<file path="config.mk">
export PLATFORM = sky130hd
export DESIGN_NAME = ascon_serial_if
export DESIGN_NICKNAME = d
export VERILOG_FILES = /design/src/rtl/ascon_serial_pkg.sv /design/src/rtl/ascon_piso.sv /design/src/rtl/ascon_serial_if.sv
export SDC_FILE = /design/constraint.sdc
export NUM_CORES = 1
export LEC_CHECK = 0
export ABC_CLOCK_PERIOD_IN_PS = 2800
export CAP_MARGIN = 20
export CORE_MARGIN = 2
export CORE_UTILIZATION = 45
export CTS_BUF_LIST = sky130_fd_sc_hd__clkbuf_2
export CTS_CLUSTER_SIZE = 40
export DETAILED_ROUTE_END_ITERATION = 8
export GPL_TIMING_DRIVEN = 0
export PLACE_DENSITY = 0.74
export SLEW_MARGIN = 30
export SYNTH_ARGS = -nofsm -noshare
export SYNTH_HDL_FRONTEND = slang
export SYNTH_SLANG_ARGS = --single-unit
export TNS_END_PERCENT = 10
</file>
<file path="constraint.sdc">
create_clock -name clk -period 2.8 [get_ports clk]
set_input_delay 0.56 -clock clk [delete_from_list [all_inputs] [get_ports clk]]
set_output_delay 0.56 -clock clk [all_outputs]
set_load 0.02 [all_outputs]
</file>
<file path="src/rtl/ascon_serial_pkg.sv">
// Shared types and sizing helpers for the Ascon bit-serial pin front-end.
package ascon_serial_pkg;

  localparam int unsigned NONCE_W = 128;
  localparam int unsigned TAG_W   = 128;

  typedef enum logic [2:0] {SHIFT, LOADED, BUSY, WAIT, TX} state_t;

  function automatic int unsigned max3(int unsigned a, int unsigned b, int unsigned c);
    int unsigned m;
    m = (a > b) ? a : b;
    return (m > c) ? m : c;
  endfunction

  // Serial load/transmit length: longest of the fields, never shorter than nonce/tag.
  function automatic int unsigned cntMax(int unsigned k, int unsigned l, int unsigned y);
    return max3(max3(k, l, y), NONCE_W, TAG_W);
  endfunction

endpackage

</file>
<file path="src/rtl/ascon_piso.sv">
// Parallel-in/serial-out register for ciphertext and tag, LSB first, zero fill.
module ascon_piso
  import ascon_serial_pkg::*;
#(
  parameter int unsigned Y = 40
) (
  input  logic             clk,
  input  logic             rst,
  input  logic             load,
  input  logic             shift,
  input  logic [Y-1:0]     ct_i,
  input  logic [TAG_W-1:0] tag_i,
  output logic             ctBit,
  output logic             tagBit
);

  logic [Y-1:0]     ctReg;
  logic [TAG_W-1:0] tagReg;

  always_ff @(posedge clk) begin
    if (rst) begin
      ctReg  <= '0;
      tagReg <= '0;
    end else if (load) begin
      ctReg  <= ct_i;
      tagReg <= tag_i;
    end else if (shift) begin
      ctReg  <= ctReg >> 1;
      tagReg <= tagReg >> 1;
    end
  end

  assign ctBit  = ctReg[0];
  assign tagBit = tagReg[0];

endmodule

</file>
<file path="src/rtl/ascon_serial_if.sv">
// Bit-serial pin front-end for the Ascon core: serial load, start handshake, serial result.
// Optional macro ASCON_SERIAL_RND_EN registers the per-pin randomness bits into rnd_o.
module ascon_serial_if
  import ascon_serial_pkg::*;
#(
  parameter int unsigned K        = 128,
  parameter int unsigned L        = 40,
  parameter int unsigned Y        = 40,
  parameter int unsigned TX_DELAY = 2    // must be >= 1
) (
  input  logic               clk,
  input  logic               rst,
  input  logic [2:0]         keyxSI,
  input  logic [2:0]         noncexSI,
  input  logic [2:0]         associated_dataxSI,
  input  logic [2:0]         plain_textxSI,
  input  logic               encryption_startxSI,
  output logic [K-1:0]       key_o,
  output logic [NONCE_W-1:0] nonce_o,
  output logic [L-1:0]       ad_o,
  output logic [Y-1:0]       pt_o,
  output logic [7:0]         rnd_o,
  output logic               start_o,
  input  logic               done_i,
  input  logic [Y-1:0]       ct_i,
  input  logic [TAG_W-1:0]   tag_i,
  output logic               cipher_textxSO,
  output logic               tagxSO,
  output logic               encryption_readyxSO
);

  localparam int unsigned CNT_MAX = cntMax(K, L, Y);
  localparam int unsigned CNT_W   = $clog2(max3(CNT_MAX, TX_DELAY, 1) + 1);
  localparam logic [CNT_W-1:0] CNT_LAST  = CNT_W'(CNT_MAX - 1);
  localparam logic [CNT_W-1:0] WAIT_LAST = CNT_W'(TX_DELAY - 1);

  state_t           state;
  logic [CNT_W-1:0] cnt;
  logic             pisoLoad, pisoShift, pisoCt, pisoTag;

  // A done strobe coinciding with the start pulse predates the core run and is dropped.
  assign pisoLoad  = (state == BUSY) && done_i && !start_o;
  assign pisoShift = ((state == WAIT) && (cnt == WAIT_LAST)) ||
                     ((state == TX) && (cnt != CNT_LAST));

  ascon_piso #(.Y(Y)) uPiso (
    .clk    (clk),
    .rst    (rst),
    .load   (pisoLoad),
    .shift  (pisoShift),
    .ct_i   (ct_i),
    .tag_i  (tag_i),
    .ctBit  (pisoCt),
    .tagBit (pisoTag)
  );

  always_ff @(posedge clk) begin
    if (rst) begin
      state               <= SHIFT;
      cnt                 <= '0;
      key_o               <= '0;
      nonce_o             <= '0;
      ad_o                <= '0;
      pt_o                <= '0;
      start_o             <= 1'b0;
      encryption_readyxSO <= 1'b0;
      cipher_textxSO      <= 1'b0;
      tagxSO              <= 1'b0;
    end else begin
      start_o <= 1'b0;
      case (state)
        SHIFT: begin
          // MSB-first capture; indices past a field's width never match.
          for (int unsigned b = 0; b < K; b++)
            if (cnt == CNT_W'(K - 1 - b)) key_o[b] <= keyxSI[0];
          for (int unsigned b = 0; b < NONCE_W; b++)
            if (cnt == CNT_W'(NONCE_W - 1 - b)) nonce_o[b] <= noncexSI[0];
          for (int unsigned b = 0; b < L; b++)
            if (cnt == CNT_W'(L - 1 - b)) ad_o[b] <= associated_dataxSI[0];
          for (int unsigned b = 0; b < Y; b++)
            if (cnt == CNT_W'(Y - 1 - b)) pt_o[b] <= plain_textxSI[0];
          if (cnt == CNT_LAST) begin
            cnt   <= '0;
            state <= LOADED;
          end else begin
            cnt <= cnt + 1'b1;
          end
        end
        LOADED: begin
          if (encryption_startxSI) begin
            start_o <= 1'b1;
            state   <= BUSY;
          end
        end
        BUSY: begin
          if (pisoLoad) begin
            encryption_readyxSO <= 1'b1;
            cnt                 <= '0;
            state               <= WAIT;
          end
        end
        WAIT: begin
          if (cnt == WAIT_LAST) begin
            cnt            <= '0;
            cipher_textxSO <= pisoCt;
            tagxSO         <= pisoTag;
            state          <= TX;
          end else begin
            cnt <= cnt + 1'b1;
          end
        end
        TX: begin
          if (cnt == CNT_LAST) begin
            cnt                 <= '0;
            encryption_readyxSO <= 1'b0;
            cipher_textxSO      <= 1'b0;
            tagxSO              <= 1'b0;
            state               <= SHIFT;
          end else begin
            cnt            <= cnt + 1'b1;
            cipher_textxSO <= pisoCt;
            tagxSO         <= pisoTag;
          end
        end
        default: state <= SHIFT;
      endcase
    end
  end

`ifdef ASCON_SERIAL_RND_EN
  always_ff @(posedge clk) begin
    if (rst) rnd_o <= '0;
    else     rnd_o <= {keyxSI[2:1], associated_dataxSI[2:1], plain_textxSI[2:1], noncexSI[2:1]};
  end
`else
  logic unusedRnd;
  assign unusedRnd = ^{keyxSI[2:1], associated_dataxSI[2:1], plain_textxSI[2:1], noncexSI[2:1]};
  assign rnd_o     = '0;
`endif

endmodule
</file>
# Yosys cells after proc, flatten, opt, wreduce, memory -nomap -nowiden
# Cells that the tools add are included.
[op_classes] muxes=24 n_reduce_logical=146 eq_ne=137 add_sub_neg=1 bitwise=1
[ops] operator="== test 8 x 7 -> 1 bit (second input constant)" n=64
[ops] operator="AND reduction 2 bit" n=130
[ops] operator="== test 8 x 6 -> 1 bit (second input constant)" n=32
[ops] operator="two-way mux 128 bit" n=2
[ops] operator="== test 8 x 5 -> 1 bit (second input constant)" n=16
[ops] operator="two-way mux 40 bit" n=2
[ops] operator="== test 8 x 4 -> 1 bit (second input constant)" n=8
[ops] operator="== test 8 x 3 -> 1 bit (second input constant)" n=4
[ops] operator="two-way mux 8 bit" n=3
[ops] operator="one-hot mux 8 bit (3 select lines)" n=1
[ops] operator="== test 8 x 2 -> 1 bit (second input constant)" n=2
[ops] operator="two-way mux 3 bit" n=5
[ops] operator="one-hot mux 3 bit (5 select lines)" n=1
[ops] operator="adder 8 x 1 -> 8 bit (second input constant)" n=1
[ops] operator="== test 8 x 1 -> 1 bit (second input constant)" n=1
[ops] operator="zero test 8 bit" n=1
[ops] operator="inequality test 8 x 7 -> 1 bit (second input constant)" n=1
[ops] operator="two-way mux 1 bit" n=7
[ops] operator="== test 3 x 2 -> 1 bit (second input constant)" n=2
[ops] operator="inequality test 2 bit (second input constant)" n=3
[ops] operator="one-hot mux 1 bit (2 select lines)" n=3
[ops] operator="nonzero test 2 bit" n=3
[ops] operator="AND reduction 5 bit" n=1
[ops] operator="logical AND 1 bit" n=4
[ops] operator="10 further kinds" n=12
[word_totals] output_inout_bits=348 inputBits=184 ff_bits=519 wordCells=653

# Logic depth before layout (Yosys ltp)
[logic_depth] ltp_word=5 ltp_mapped=9 ltp_nobuf=6

# Hierarchy
# Synthesis repeated with hierarchy kept, for this count alone.
[hier_totals] cells_unflattened=2131 area_unflattened_um2=21351.7
[modules_own_cells] module="ascon_serial_if" n_inst=1 seq_area_each_um2=7026.7 area_per_inst_um2=13581.8 cells_per_inst=1383
[modules_own_cells] module="ascon_piso" n_inst=1 seq_area_each_um2=3363.2 area_per_inst_um2=7770.0 cells_per_inst=748

# Worst setup path before layout
# No wires, ideal clock.
[synth_path] kind="register -> register" startpoint="register cnt[0]" endpoint="register ad_o[10]" slack_ps=661 synth_period_minus_slack_ps=2139 arrival_ps=2011 stages_incl_launch_ff=8 t_required_ps=2672 setup_ps=128 path_buffers=2 path_cell_list="dfxtp_1 ha_1 clkbuf_1 or4b_1 clkbuf_1 nor3_2 mux2i_1 nor2_1"
[synth_via] elab_chain_cells=2
[synth_lines] element="start: declaration" line_no="ascon_serial_if.sv:38" source="logic [CNT_W-1:0] cnt;"
[synth_lines] element="start signal: assignment" line_no="ascon_serial_if.sv:86" source="cnt <= cnt + 1'b1;"
[synth_lines] element="start signal: assignment" line_no="ascon_serial_if.sv:109" source="cnt <= cnt + 1'b1;"
[synth_lines] element="start signal: assignment" line_no="ascon_serial_if.sv:120" source="cnt <= cnt + 1'b1;"
[synth_lines] element="== test 8 x 5 -> 1 bit" line_no="ascon_serial_if.sv:79" source="if (cnt == CNT_W'(L - 1 - b)) ad_o[b] <= associated_dataxSI[0];"
[synth_lines] element="AND reduction 2 bit (no line)"
[synth_lines] element="end signal: indexed assignment" line_no="ascon_serial_if.sv:79"
[synth_lines] element="end: declaration" line_no="ascon_serial_if.sv:20" source="output logic [L-1:0] ad_o,"
# Every way passes these cells.
# A chain may end at the register's enable or synchronous reset.

# Final worst setup path
[layout_path] startpoint="register cnt[3]" endpoint="register ad_o[3]"
[layout_via] elab_chain_cells=2
[layout_lines] element="== test 8 x 6 -> 1 bit" line_no="ascon_serial_if.sv:79"
[layout_lines] element="AND reduction 2 bit (no line)"
# Every way passes these cells.

==> impl_metrics.tcl <==
set metrics [dict create \
    ys_warn_count 0 \
    rsz0062_at_grt "true" \
    drt_iter0_drc 1817 \
    hold_path.class "input pin to flip-flop" \
    register_area_um2 10390 \
    synthDistinctLibCells 50 \
    cts_sinks 519 \
    synth_area_um2 21150 \
    drive_above_1_share 0.08578 \
    vdd_drop_max_uv 319.2 \
    clk_latency_ns 1.32 \
    grt_pass1_vias 21550 \
    cts.htree.levels 4 \
    pin_count 532 \
    rows 79 \
    antenna_found_initial 3 \
    drt_first_pass_iters 5 \
    setup_viol 0 \
    cts_tree "yes" \
    synthToLayoutAreaGrowth_pct 39.82 \
    initial_core_util 0.4553 \
    place.gp.congestion 0.8849 \
    gr-total-overflow 0 \
    synth_top_area_frac 0.4912 \
    reg2reg_from "cnt[3]" \
    fmaxAchievable_ghz 0.3707 \
    worstPathArrival_ns 3.86 \
    status "completed" \
    grt_max_degree 17 \
    synth_most_common_cell "dfxtp_1" \
    vias 21510 \
    start_kind "flip-flop" \
    relSlewSlack 0.3906 \
    wl_per_cell_um 20.98 \
    grt_first_pass_wirelength_um 123600 \
    total_power_w 0.01362 \
    worst-slew-pin-transition_ns 0.9142 \
    r2r_cells 7 \
    drv_cap 0 \
    p_per_area_nw_per_um2 460.5 \
    avgSynthCellArea_um2 8.971 \
    synth-seq-area-share 0.4912 \
    crit_path_end_kind "flip-flop" \
    regToRegSetupSlack_ns 0.10 \
    clockRootBuffer "clkbuf_2" \
    r2r-end "ad_o[3]" \
    whs_path_depth 5 \
    whs_endpoint "uPiso.ctReg[39]" \
    hold_start "done_i" \
    cpLargestDelayFamily "buffers and inverters" \
    synthCells 2358 \
    multi_input_area_um2 9852 \
    dp_hpwl_um 56800 \
    ys.flop_type "dfxtp_1" \
    yosys-top-cells-count "dfxtp_1 (519), nand2_1 (345), nor2_1 (345)" \
    path_clk_slew_ns 0.11 \
    dp.cells 3483 \
    die_w_um 220.8 \
    gr-usage-all-layers 0.3226 \
    slew_violations 0 \
    path_cells "clkbuf_1, nor2b_1, clkbuf_1, buf_1, nand3_1, mux2i_1, nor2_1" \
    io_buffers 511 \
    timing.final.crit_share 0.9634 \
    die_y_um 220.8 \
    cp_slowest_cell "buf_1" \
    clock_path_buffers 3 \
    hold_viol_final 0 \
    via_per_inst 5.551 \
    wirelength_um 81290 \
    final_cell_count_no_fill 3874 \
    p_leak_nw 13.79 \
    nFillCells 3955 \
    yosys-top-cells-area "dfxtp_1 (49%), mux2i_1 (16%), nand2_1 (6.1%), nor2_1 (6.1%), o211ai_1 (6.0%)" \
    cpPeakStageDelay_ns 0.66 \
    period_needed_ns 2.698 \
    synth_edf_count 0 \
    synth_top_area_cell "dfxtp_1" \
    ant_nets 0 \
    synth-seq-cells 519 \
    clock_skew_ns 0.1120 \
    worst-path-buf-inv 3 \
    worstSetupPathType "flip-flop to flip-flop" \
    cp_common_cell "clkbuf_1" \
    cp_max_fo 10 \
    async_flop_share 0 \
    die_area_um2 48760 \
    drc_errors 0 \
    cts_inserted_buffers 136 \
    layout.nets 3375 \
    core-area_um2 46460 \
    worstPathRequired_ns 3.96 \
]
[worst max path at each step]
stage	from	end	slack [ns]	cells past startpoint
after floorplan	cnt[0]	ad_o[10]	0.66	7
after global placement	cnt[0]	nonce_o[104]	-0.73	6
after detailed placement	cnt[0]	pt_o[2]	-0.56	7
after CTS	nonce_o[87]	nonce_o[87]	0.0006	1
after global routing	cnt[7]	uPiso.tagReg[95]	-0.02	8
final	cnt[3]	ad_o[3]	0.10	7
[cells in the final DEF (no fill, tap or decap), types with 7 or more instances in the layout]
cell	n
dlygate4sd3_1	173
nor3_1	22
mux2i_1	336
nor2_1	343
buf_2	35
clkbuf_1	167
buf_1	18
dlygate4sd2_1	336
clkinv_1	23
nor3_2	13
buf_4	10
a21oi_1	8
nand2_1	345
clkbuf_2	197
conb_1	8
nand3_1	102
nand4_1	170
dfxtp_1	519
o21ai_0	7
clkdlybuf4s50_1	171
o211ai_1	170
[per-stage QoR]
stage	area (um^2)	util	TNS (ns)	hold WS (ns)	setup WS, ns
after floorplan	21180	-	0	0.4481	0.6614
after global placement	27050	0.5824	-86.93	0.4411	-0.7312
after detailed placement	27060	0.5824	-77.91	0.4431	-0.5594
after CTS	29510	0.6352	0	0.004181	0.0005917
after global routing	29580	0.6367	-0.03656	0.06947	-0.02060
final	29580	0.6367	0	0.1794	0.1024
[final cells by class]
cell class              count  area share
multi-input cells        1596      0.3331
well taps                 607     0.02568
flip-flops and latches    519      0.3513
diodes                      3   0.0002538
inverters                   6   0.0007614
clock inverters            30    0.005922
plain buffers             243     0.03422
repair buffers            685      0.2175
clock buffers             185     0.03130
[logic make-up after synthesis]
logic type,Yosys count,share of synthesized area
and+or+nand+nor,1043,0.2280
muxes,336,0.1590
AOI/OAI and AO/OA,205,0.07133
adders and majority gates,4,0.002366
DFF,519,0.4912
buffers and inverters,250,0.04803
other,1,0.0001773
[state kept, by name, summed over array words and instances (netlist names)]
register	flops
nonce_o	128
tagxSO	1
key_o	128
uPiso.tagReg	128
encryption_readyxSO	1
state	3
ad_o	40
cipher_textxSO	1
pt_o	40
cnt	8
uPiso.ctReg	40
start_o	1
[per-layer routing]
metal  up-vias  part of all wire  GRT usage
li1       9930                 -          -
met1     10290              0.39     0.3629
met2      1064              0.47     0.5308
met3       222             0.097     0.1210
met4         0             0.048     0.1719
met5         -                 0          0
[repair_timing]
item                                   CTS  global route
gates resized for setup                351            29
pin swaps                                0             1
buffers inserted                         0             1
hold buffers                           173             0
setup endpoints to repair              545           227
endpoints found under the hold margin  296             0
[worst register-to-register path: cells and delay by family (launching register included)]
family | cells | cell delay (ns)
AND/OR/NAND/NOR | 3 | 0.66
buffers and inverters | 3 | 1.31
flip-flops | 1 | 0.31
multiplexers | 1 | 0.25
[power by group]
| group | total [W] | internal (W) | leakage [nW] | switching [W] |
|---|---|---|---|---|
| combinational | 0.00114 | 0.000506 | 8.76 | 0.000638 |
| clock | 0.00507 | 0.00194 | 0.849 | 0.00313 |
| sequential | 0.00741 | 0.00740 | 4.18 | 0.0000148 |
(Power assumes the default switching activity.)
